$ cat src/rtl/hazard_ctrl.sv
// hazard_ctrl - pipeline hazard and flow-control unit for the 16-bit
// 5-stage processor.
//
// Drives the stall/flush interface of the ID stage and the IF/ID and ID/EX
// pipeline registers. It resolves load-use hazards, taken-branch redirection,
// jumps, multi-cycle floating-point occupancy of EX, and the Stop drain/halt
// sequence. It also produces the EX-stage operand forwarding selects.
//
// Ports:
//   clk, rst              clock, synchronous active-high reset
//   rsD, rtD              source specifiers of the instruction in ID
//   JumpD, StopD          decoded jump / stop in ID
//   rsE, rtE, WriteRegE   source / destination specifiers in EX
//   RegWriteE, MemReadE,
//   FloatingE, PCSrcE     EX control bits (PCSrcE = branch resolved taken)
//   WriteRegM/W,
//   RegWriteM/W           destinations and write enables in MEM / WB
//   stall_IF, stall_IF_ID,
//   flush_IF_ID,
//   stall_ID_EX,
//   flush_ID_EX           pipeline hold / bubble controls (combinational)
//   forwardAE, forwardBE  00 regfile, 10 MEM result, 01 WB result
//   fp_busy               FSM is in FP_BUSY (registered)
//   halted                processor halted (registered)
module hazard_ctrl #(
  parameter int REG_WIDTH    = 4,
  parameter int FP_LATENCY   = 3,
  parameter int DRAIN_CYCLES = 3,
  parameter int CNT_WIDTH    = 2
) (
  input  logic                 clk,
  input  logic                 rst,
  input  logic [REG_WIDTH-1:0] rsD,
  input  logic [REG_WIDTH-1:0] rtD,
  input  logic                 JumpD,
  input  logic                 StopD,
  input  logic [REG_WIDTH-1:0] rsE,
  input  logic [REG_WIDTH-1:0] rtE,
  input  logic [REG_WIDTH-1:0] WriteRegE,
  input  logic                 RegWriteE,
  input  logic                 MemReadE,
  input  logic                 FloatingE,
  input  logic                 PCSrcE,
  input  logic [REG_WIDTH-1:0] WriteRegM,
  input  logic [REG_WIDTH-1:0] WriteRegW,
  input  logic                 RegWriteM,
  input  logic                 RegWriteW,
  output logic                 stall_IF,
  output logic                 stall_IF_ID,
  output logic                 flush_IF_ID,
  output logic                 stall_ID_EX,
  output logic                 flush_ID_EX,
  output logic [1:0]           forwardAE,
  output logic [1:0]           forwardBE,
  output logic                 fp_busy,
  output logic                 halted
);

  typedef enum logic [1:0] {
    RUN     = 2'd0,
    FP_BUSY = 2'd1,
    DRAIN   = 2'd2,
    HALT    = 2'd3
  } state_t;

  // FP_BUSY lasts FP_LATENCY-2 cycles; together with the triggering RUN
  // cycle that gives FP_LATENCY-1 stall cycles in total.
  localparam logic [CNT_WIDTH-1:0] FP_LOAD    = CNT_WIDTH'(FP_LATENCY - 2);
  localparam logic [CNT_WIDTH-1:0] DRAIN_LOAD = CNT_WIDTH'(DRAIN_CYCLES - 1);
  localparam logic [CNT_WIDTH-1:0] CNT_ZERO   = {CNT_WIDTH{1'b0}};
  localparam logic [CNT_WIDTH-1:0] CNT_ONE    = CNT_WIDTH'(1);

  state_t               state;
  logic [CNT_WIDTH-1:0] cnt;
  logic                 fpAck;   // FP op in EX has already been serviced
  logic                 loadUse;
  logic                 fpTrig;

  assign loadUse = MemReadE && RegWriteE &&
                   ((WriteRegE == rsD) || (WriteRegE == rtD));
  assign fpTrig  = FloatingE && !fpAck;

  // Operand forwarding selects; MEM result takes precedence over WB.
  always_comb begin
    forwardAE = 2'b00;
    forwardBE = 2'b00;
    if (rst) begin
      forwardAE = 2'b00;
      forwardBE = 2'b00;
    end else begin
      if (RegWriteM && (WriteRegM == rsE)) begin
        forwardAE = 2'b10;
      end else if (RegWriteW && (WriteRegW == rsE)) begin
        forwardAE = 2'b01;
      end else begin
        forwardAE = 2'b00;
      end
      if (RegWriteM && (WriteRegM == rtE)) begin
        forwardBE = 2'b10;
      end else if (RegWriteW && (WriteRegW == rtE)) begin
        forwardBE = 2'b01;
      end else begin
        forwardBE = 2'b00;
      end
    end
  end

  // Stall/flush decode; same-cycle response to hazards seen in RUN.
  always_comb begin
    stall_IF    = 1'b0;
    stall_IF_ID = 1'b0;
    flush_IF_ID = 1'b0;
    stall_ID_EX = 1'b0;
    flush_ID_EX = 1'b0;
    if (rst) begin
      stall_IF = 1'b0;
    end else begin
      case (state)
        RUN: begin
          if (PCSrcE) begin
            // Wrong-path instructions in IF/ID are discarded outright.
            flush_IF_ID = 1'b1;
            flush_ID_EX = 1'b1;
          end else if (fpTrig) begin
            stall_IF    = 1'b1;
            stall_IF_ID = 1'b1;
            stall_ID_EX = 1'b1;
          end else if (loadUse) begin
            stall_IF    = 1'b1;
            stall_IF_ID = 1'b1;
            flush_ID_EX = 1'b1;
          end else if (StopD) begin
            stall_IF    = 1'b1;
            flush_IF_ID = 1'b1;
          end else if (JumpD) begin
            flush_IF_ID = 1'b1;
          end else begin
            stall_IF = 1'b0;
          end
        end
        FP_BUSY, HALT: begin
          stall_IF    = 1'b1;
          stall_IF_ID = 1'b1;
          stall_ID_EX = 1'b1;
        end
        DRAIN: begin
          stall_IF    = 1'b1;
          flush_IF_ID = 1'b1;
          flush_ID_EX = 1'b1;
        end
        default: begin
          stall_IF = 1'b0;
        end
      endcase
    end
  end

  // Control FSM with occupancy counter, FP acknowledge and status outputs.
  always_ff @(posedge clk) begin
    if (rst) begin
      state   <= RUN;
      cnt     <= CNT_ZERO;
      fpAck   <= 1'b0;
      fp_busy <= 1'b0;
      halted  <= 1'b0;
    end else begin
      case (state)
        RUN: begin
          fpAck <= 1'b0;
          if (PCSrcE) begin
            state <= RUN;
          end else if (fpTrig) begin
            if (FP_LATENCY > 2) begin
              state   <= FP_BUSY;
              cnt     <= FP_LOAD;
              fp_busy <= 1'b1;
            end else begin
              // Single stall cycle is enough; acknowledge immediately.
              fpAck <= 1'b1;
            end
          end else if (loadUse) begin
            state <= RUN;
          end else if (StopD) begin
            state <= DRAIN;
            cnt   <= DRAIN_LOAD;
          end else begin
            state <= RUN;
          end
        end
        FP_BUSY: begin
          // Leave as the counter reaches zero so the FP instruction still
          // sitting in ID/EX is not serviced a second time.
          if (cnt <= CNT_ONE) begin
            state   <= RUN;
            cnt     <= CNT_ZERO;
            fpAck   <= 1'b1;
            fp_busy <= 1'b0;
          end else begin
            cnt <= cnt - CNT_ONE;
          end
        end
        DRAIN: begin
          if (cnt == CNT_ZERO) begin
            state  <= HALT;
            halted <= 1'b1;
          end else begin
            cnt <= cnt - CNT_ONE;
          end
        end
        HALT: begin
          state <= HALT;
        end
        default: begin
          state   <= RUN;
          cnt     <= CNT_ZERO;
          fp_busy <= 1'b0;
          halted  <= 1'b0;
        end
      endcase
    end
  end

endmodule

$ cat config.mk
export PLATFORM = sky130hd
export DESIGN_NAME = hazard_ctrl
export DESIGN_NICKNAME = d
export VERILOG_FILES = /design/src/rtl/hazard_ctrl.sv
export SDC_FILE = /design/constraint.sdc
export NUM_CORES = 1
export LEC_CHECK = 0
export ABC_AREA = 1
export CORE_MARGIN = 4
export CORE_UTILIZATION = 38
export CTS_BUF_LIST = sky130_fd_sc_hd__clkbuf_4 sky130_fd_sc_hd__clkbuf_8
export CTS_CLUSTER_DIAMETER = 100
export DETAILED_ROUTE_END_ITERATION = 8
export GPL_TIMING_DRIVEN = 0
export PLACE_DENSITY = 0.79
export SLEW_MARGIN = 25
export SYNTH_ARGS = -nofsm -noshare
export SYNTH_HDL_FRONTEND = slang
export SYNTH_SLANG_ARGS = --single-unit
$ cat constraint.sdc
create_clock -name clk -period 1.5 [get_ports clk]
set_clock_uncertainty 0.1 [all_clocks]
set_input_delay 0.45 -clock clk [delete_from_list [all_inputs] [get_ports clk]]
set_output_delay 0.45 -clock clk [all_outputs]
set_load 0.005 [all_outputs]
Word-level counts from Yosys, hierarchy flattened. Index checks and enable logic that the tools add are counted.

Memories kept: 0. Bits in registers: 7. Latch bits: 0. RAM bits: 0. Memory bits (read-only): 0. Input port bits: 38. Output and inout bits: 11.

Multiplexer cells: 52. Reductions and logical operators: 20. Divide/modulo/power cells: 0. Magnitude comparators: 1. Shift-type cells: 0. Bitwise operators: 0. $add $sub $neg: 1. Equality and inequality tests: 16. Multiply operators: 0.

Operators by type and width (count): 2-to-1 mux 2 bit (16); 2-to-1 mux 1 bit (27); == test 4 bit (6); case mux 1 bit (2 select lines) (7); inequality test 2 bit (second input constant) (5); case mux 2 bit (4 select lines) (1); logical AND 1 bit (7); inequality test 3 bit (second input constant) (2); case mux 2 bit (3 select lines) (1); AND reduction 2 bit (3); AND reduction 5 bit (1); == test 2 bit (second input constant) (2); logical NOT 2 bit (2); AND reduction 4 bit (1); nonzero test 3 bit (1); OR reduction 3 bit (1); == test 2 x 1 -> 1 bit (second input constant) (1); less-or-equal comparator 2 x 1 -> 1 bit (second input constant) (1); nonzero test 2 bit (1); OR reduction 2 bit (1); subtractor 2 x 1 -> 2 bit (second input constant) (1); logical NOT 1 bit (1); logical OR 1 bit (1).

Depth between registers and ports, before layout.
Depth in word-level cells: 8. Mapped depth: 12. Depth with buffers taken out: 12.

Least setup slack after synthesis. OpenSTA, ideal clock, no wires.

Kind: register to output. From: reg state[0]. To: out stall_ID_EX. Slack: -0.222 ns. Path buffers: 0. Cell stages (with the launch flop): 7. Arrival time: 1.172 ns. Cells stage by stage: dfxtp_1 -> inv_1 -> ha_1 -> inv_1 -> nor3_1 -> o21ai_0 -> nor2_1.

Longest elaborated chain between the ends: 4. Elaborated cells between the ends (all ways): 6. Classes of those cells: 2 x eq/ne; 2 x mux; 2 x reduce/logical.

RTL lines: start: declaration (line 73) `state_t state;`; start signal: assignment (line 161) `state <= RUN;`; start signal: assignment (line 171) `state <= RUN;`; start signal: assignment (line 174) `state <= FP_BUSY;`; == test 2 x 1 -> 1 bit or == test 2 bit (tied branches) (line 118) `case (state)`; OR reduction 2 bit (line 118); case mux 1 bit (2 select lines) (*) (line 118); 2-to-1 mux 1 bit (*) (line 115) `if (rst) begin`; end: declaration (line 51) `output logic stall_ID_EX,`.

Every way passes the cells marked *; elsewhere a longest branch is shown, timed or not.

Worst setup path in the final report.
From: in PCSrcE. To: out flush_ID_EX.

Longest elaborated chain between the ends: 3.

RTL lines: start: declaration (line 43) `input logic PCSrcE,`; 2-to-1 mux 1 bit (line 120) `if (PCSrcE) begin`; case mux 1 bit (2 select lines) (line 118); 2-to-1 mux 1 bit (line 115); end: declaration (line 52) `output logic flush_ID_EX,`.

No other way between the ends.

==> metrics.md <==
| Metric | Value |
|---|---|
| Share of the synthesized area in the top cell type | `0.1847` |
| Total power | `1.229 mW` |
| Final GP Congestion | `0.8881` |
| Xor-xnor portion of the synthesized cell area | `0.03518` |
| Rel. slew slack | `0.8174` |
| Synth async-reset ratio | `0` |
| Syn_nets | `226` |
| Tightest Pin Transition | `0.2738 ns` |
| Yosys reg bits | `7` |
| Clock Latency Late Sink | `roughly 0.27 ns` |
| Util after Layout | `0.8177` |
| Dpl hpwl | `2550 um` |
| Largest family of logic cells by synthesized area | `simple AND/OR/NAND/NOR gates` |
| Endpoints failing setup | `10` |
| Post-CTS Hold Buffers | `0` |
| Failing checks | `setup timing` |
| Number of fill cells | `roughly 170` |
| # diodes | `0` |
| Worst Setup End Kind | `output pin` |
| Worst EP required | `0.95 ns` |
| Number of global-route vias before repair | `around 1.4k` |
| Sequential standard cell area | `about 150 um2` |
| Worst Hold Class | `reg2reg` |
| WL final | `3882 um` |
| Synth Flop Type | `dfxtp_1` |
| CP arrival | `1.45 ns` |
| Fmax | `between 0.5 and 0.6 GHz` |
| Mux contribution to synthesized area | `0` |
| Fin crit share | `1.333` |
| Cell taking the most area after synthesis | `nand2_1` |
| Initial antenna violation count | `0` |
| Yosys warnings | `0` |
| Post-route DRC | `0` |
| Total GRT Usage | `0.2124` |
| Syn Area/Cell | `5.564 um2` |
| First-pass GRT wire length | `between 5000 and 6000 um` |
| Multi-input combinational cell area | `~960 um2` |
| Core ar. | `2477 um2` |
| RSZ-0062 raised after global routing | `yes` |
| Initial DRC count | `33` |
| Initial Utilization | `0.4020` |
| Nets@finish | `300` |
| Largest net degree at the start of global routing | `11` |
| Drt first pass iters | `4` |
| Post-synthesis sequential area ratio | `0.1407` |
| Via count | `1447` |
| Final hold vios | `0` |
| Yosys cell types | `23` |
| Dpl ws | `-1.431 ns` |
| Remaining Overflow, GRT | `0` |
| Ports | `49` |
| Num CTS Buffers | `3` |
| H-tree Lvls | `1` |
| Total power per unit cell area | `a little over 600 nW/um2` |
| Max FO, Critical Path | `5` |
| CP Class | `in2out` |
| Worst vdd ir | `0.6251 mV` |
| Compound-Gate Fraction of Synth Area | `0.1910` |
| Fin. max-slew vios | `0` |
| Status | `finished, violations left` |
| Antenna Nets Post-Route | `0` |
| Leak | `~1.0 nW` |
| DR WL/cell | `13.77 um` |
| PortBufs | `48` |
| Worst setup margin | `-0.4988 ns` |
| Synth Area in Adders | `0.1131` |
| Simple-gate share of the synthesized area | `0.3731` |
| Share of cells above drive strength 1 | `0.6111` |
| CTS tree | `built` |
| Die Ht | `59.20 um` |
| Clock Pin Slew Worst Setup and Hold Paths | `0.06 ns` |
| Post-synth EDFFs | `0` |
| Via/cell ratio | `just over 5` |
| Area contributors post-synth | `nand2_1 18%, dfxtp_1 14%, inv_1 13%` |
| CTS Buffer Depth | `2` |
| Cell area after synthesis | `996.0 um2` |
| Core Rows | `18` |
| Period minus WS final | `1.999 ns` |
| Area grow syn2layout | `103.4%` |
| Max_cap viols | `0` |
| CTS Sinks | `7` |
| Post-Synthesis Cells | `179` |
| Die X | `59.20 um` |
| Die ar. | `3504 um2` |
| Root buffer cell | `clkbuf_4` |
| Worst setup SP type | `input port` |
-- cells in the final DEF, fill, tap and decap left out, drive strengths merged --
master and n:
xnor2 4, a21oi 14, o22ai 5, nor3 5, o21ai 8, ha 9
clkdlybuf4s15 1, o2111ai 1, dfxtp 7, clkbuf 6, nand4 2, or2 1
nor4 2, dlygate4sd2 6, o211ai 1, nand2 54, a221oi 2, a211oi 2
inv 37, dlymetal6s2s 1, nand3 4, nor2 20, buf 60
-- Yosys cell counts (4+ instances only) --
cell / instances
a21oi_1: 14
inv_1: 35
nand2_1: 49
nor3_1: 5
dfxtp_1: 7
ha_1: 9
nand3_1: 4
nand2_2: 5
nor2_1: 18
o21ai_0: 7
o22ai_1: 5
xnor2_1: 4
-- layout make-up --
class | instances | area share
buffer | 1 | 0.005559
inverter | 37 | 0.1093
multi-input combinational | 134 | 0.4756
clock buffer | 4 | 0.01482
timing repair buffer | 69 | 0.3020
tap | 30 | 0.01853
sequential | 7 | 0.07412
-- routing by layer --
layer,vias to the layer above,GRT usage,share of wire
li1,726,-,-
met1,667,0.2342,0.38
met2,47,0.3916,0.54
met3,7,0.03268,0.063
met4,0,0.09709,0.015
met5,-,0,0
-- timing repair --
item / 4_1_cts / 5_1_grt
endpoints found under the setup margin: 16 / 14
buffers inserted: 15 / 6
pin swaps: 38 / 31
gates resized for setup: 236 / 55
-- cell families (layout without fill, tap and decap cells) --
kind of cell	Yosys count	after routing
buf+inv	38	111
xor+xnor	4	4
simple gates	88	88
flops	7	7
fa+ha+maj	9	9
compound gates	33	33
-- path summary, 6_finish.rpt --
check	from	to	slack, ns	cells after the start
setup / recovery	PCSrcE	flush_ID_EX	-0.50	6
hold / removal	fp_busy$_SDFFE_PP0P_	fp_busy$_SDFFE_PP0P_	0.40	2
setup reg to reg	state[0]$_SDFFE_PP0P_	cnt[0]$_SDFFE_PP0P_	-0.02	10
hold reg to reg	fp_busy$_SDFFE_PP0P_	fp_busy$_SDFFE_PP0P_	0.40	2
-- critical path: stages --
cell             delay [ns]
clkdlybuf4s15_1        0.30
inv_2                  0.12
a21oi_2                0.23
nand2_4                0.10
a21oi_2                0.13
buf_2                  0.12
-- where the power goes --
part	leakage (nW)	switching [mW]	total [mW]	internal, mW
registers	0.0595	0.0323	0.249	0.217
logic	0.954	0.394	0.776	0.382
clock network	0.0184	0.0833	0.204	0.120
-- sequential cells by signal (all words and copies together) (netlist names) --
| register | count |
|---|---|
| cnt | 2 |
| fpAck | 1 |
| fp_busy | 1 |
| halted | 1 |
| state | 2 |
-- metrics by stage --
stage,setup TNS [ns],hold WS [ns],area (um2),instances
floorplan,-0.8049,0.3604,1117,179
finish,-3.474,0.4048,2026,282
detailed placement,-13.93,0.3821,1635,257
global route,-4.411,0.4085,2026,282
CTS,-3.457,0.3960,1814,276
global placement,-13.56,0.3575,1635,257
No activity file was read; power rests on OpenSTA's default activity.
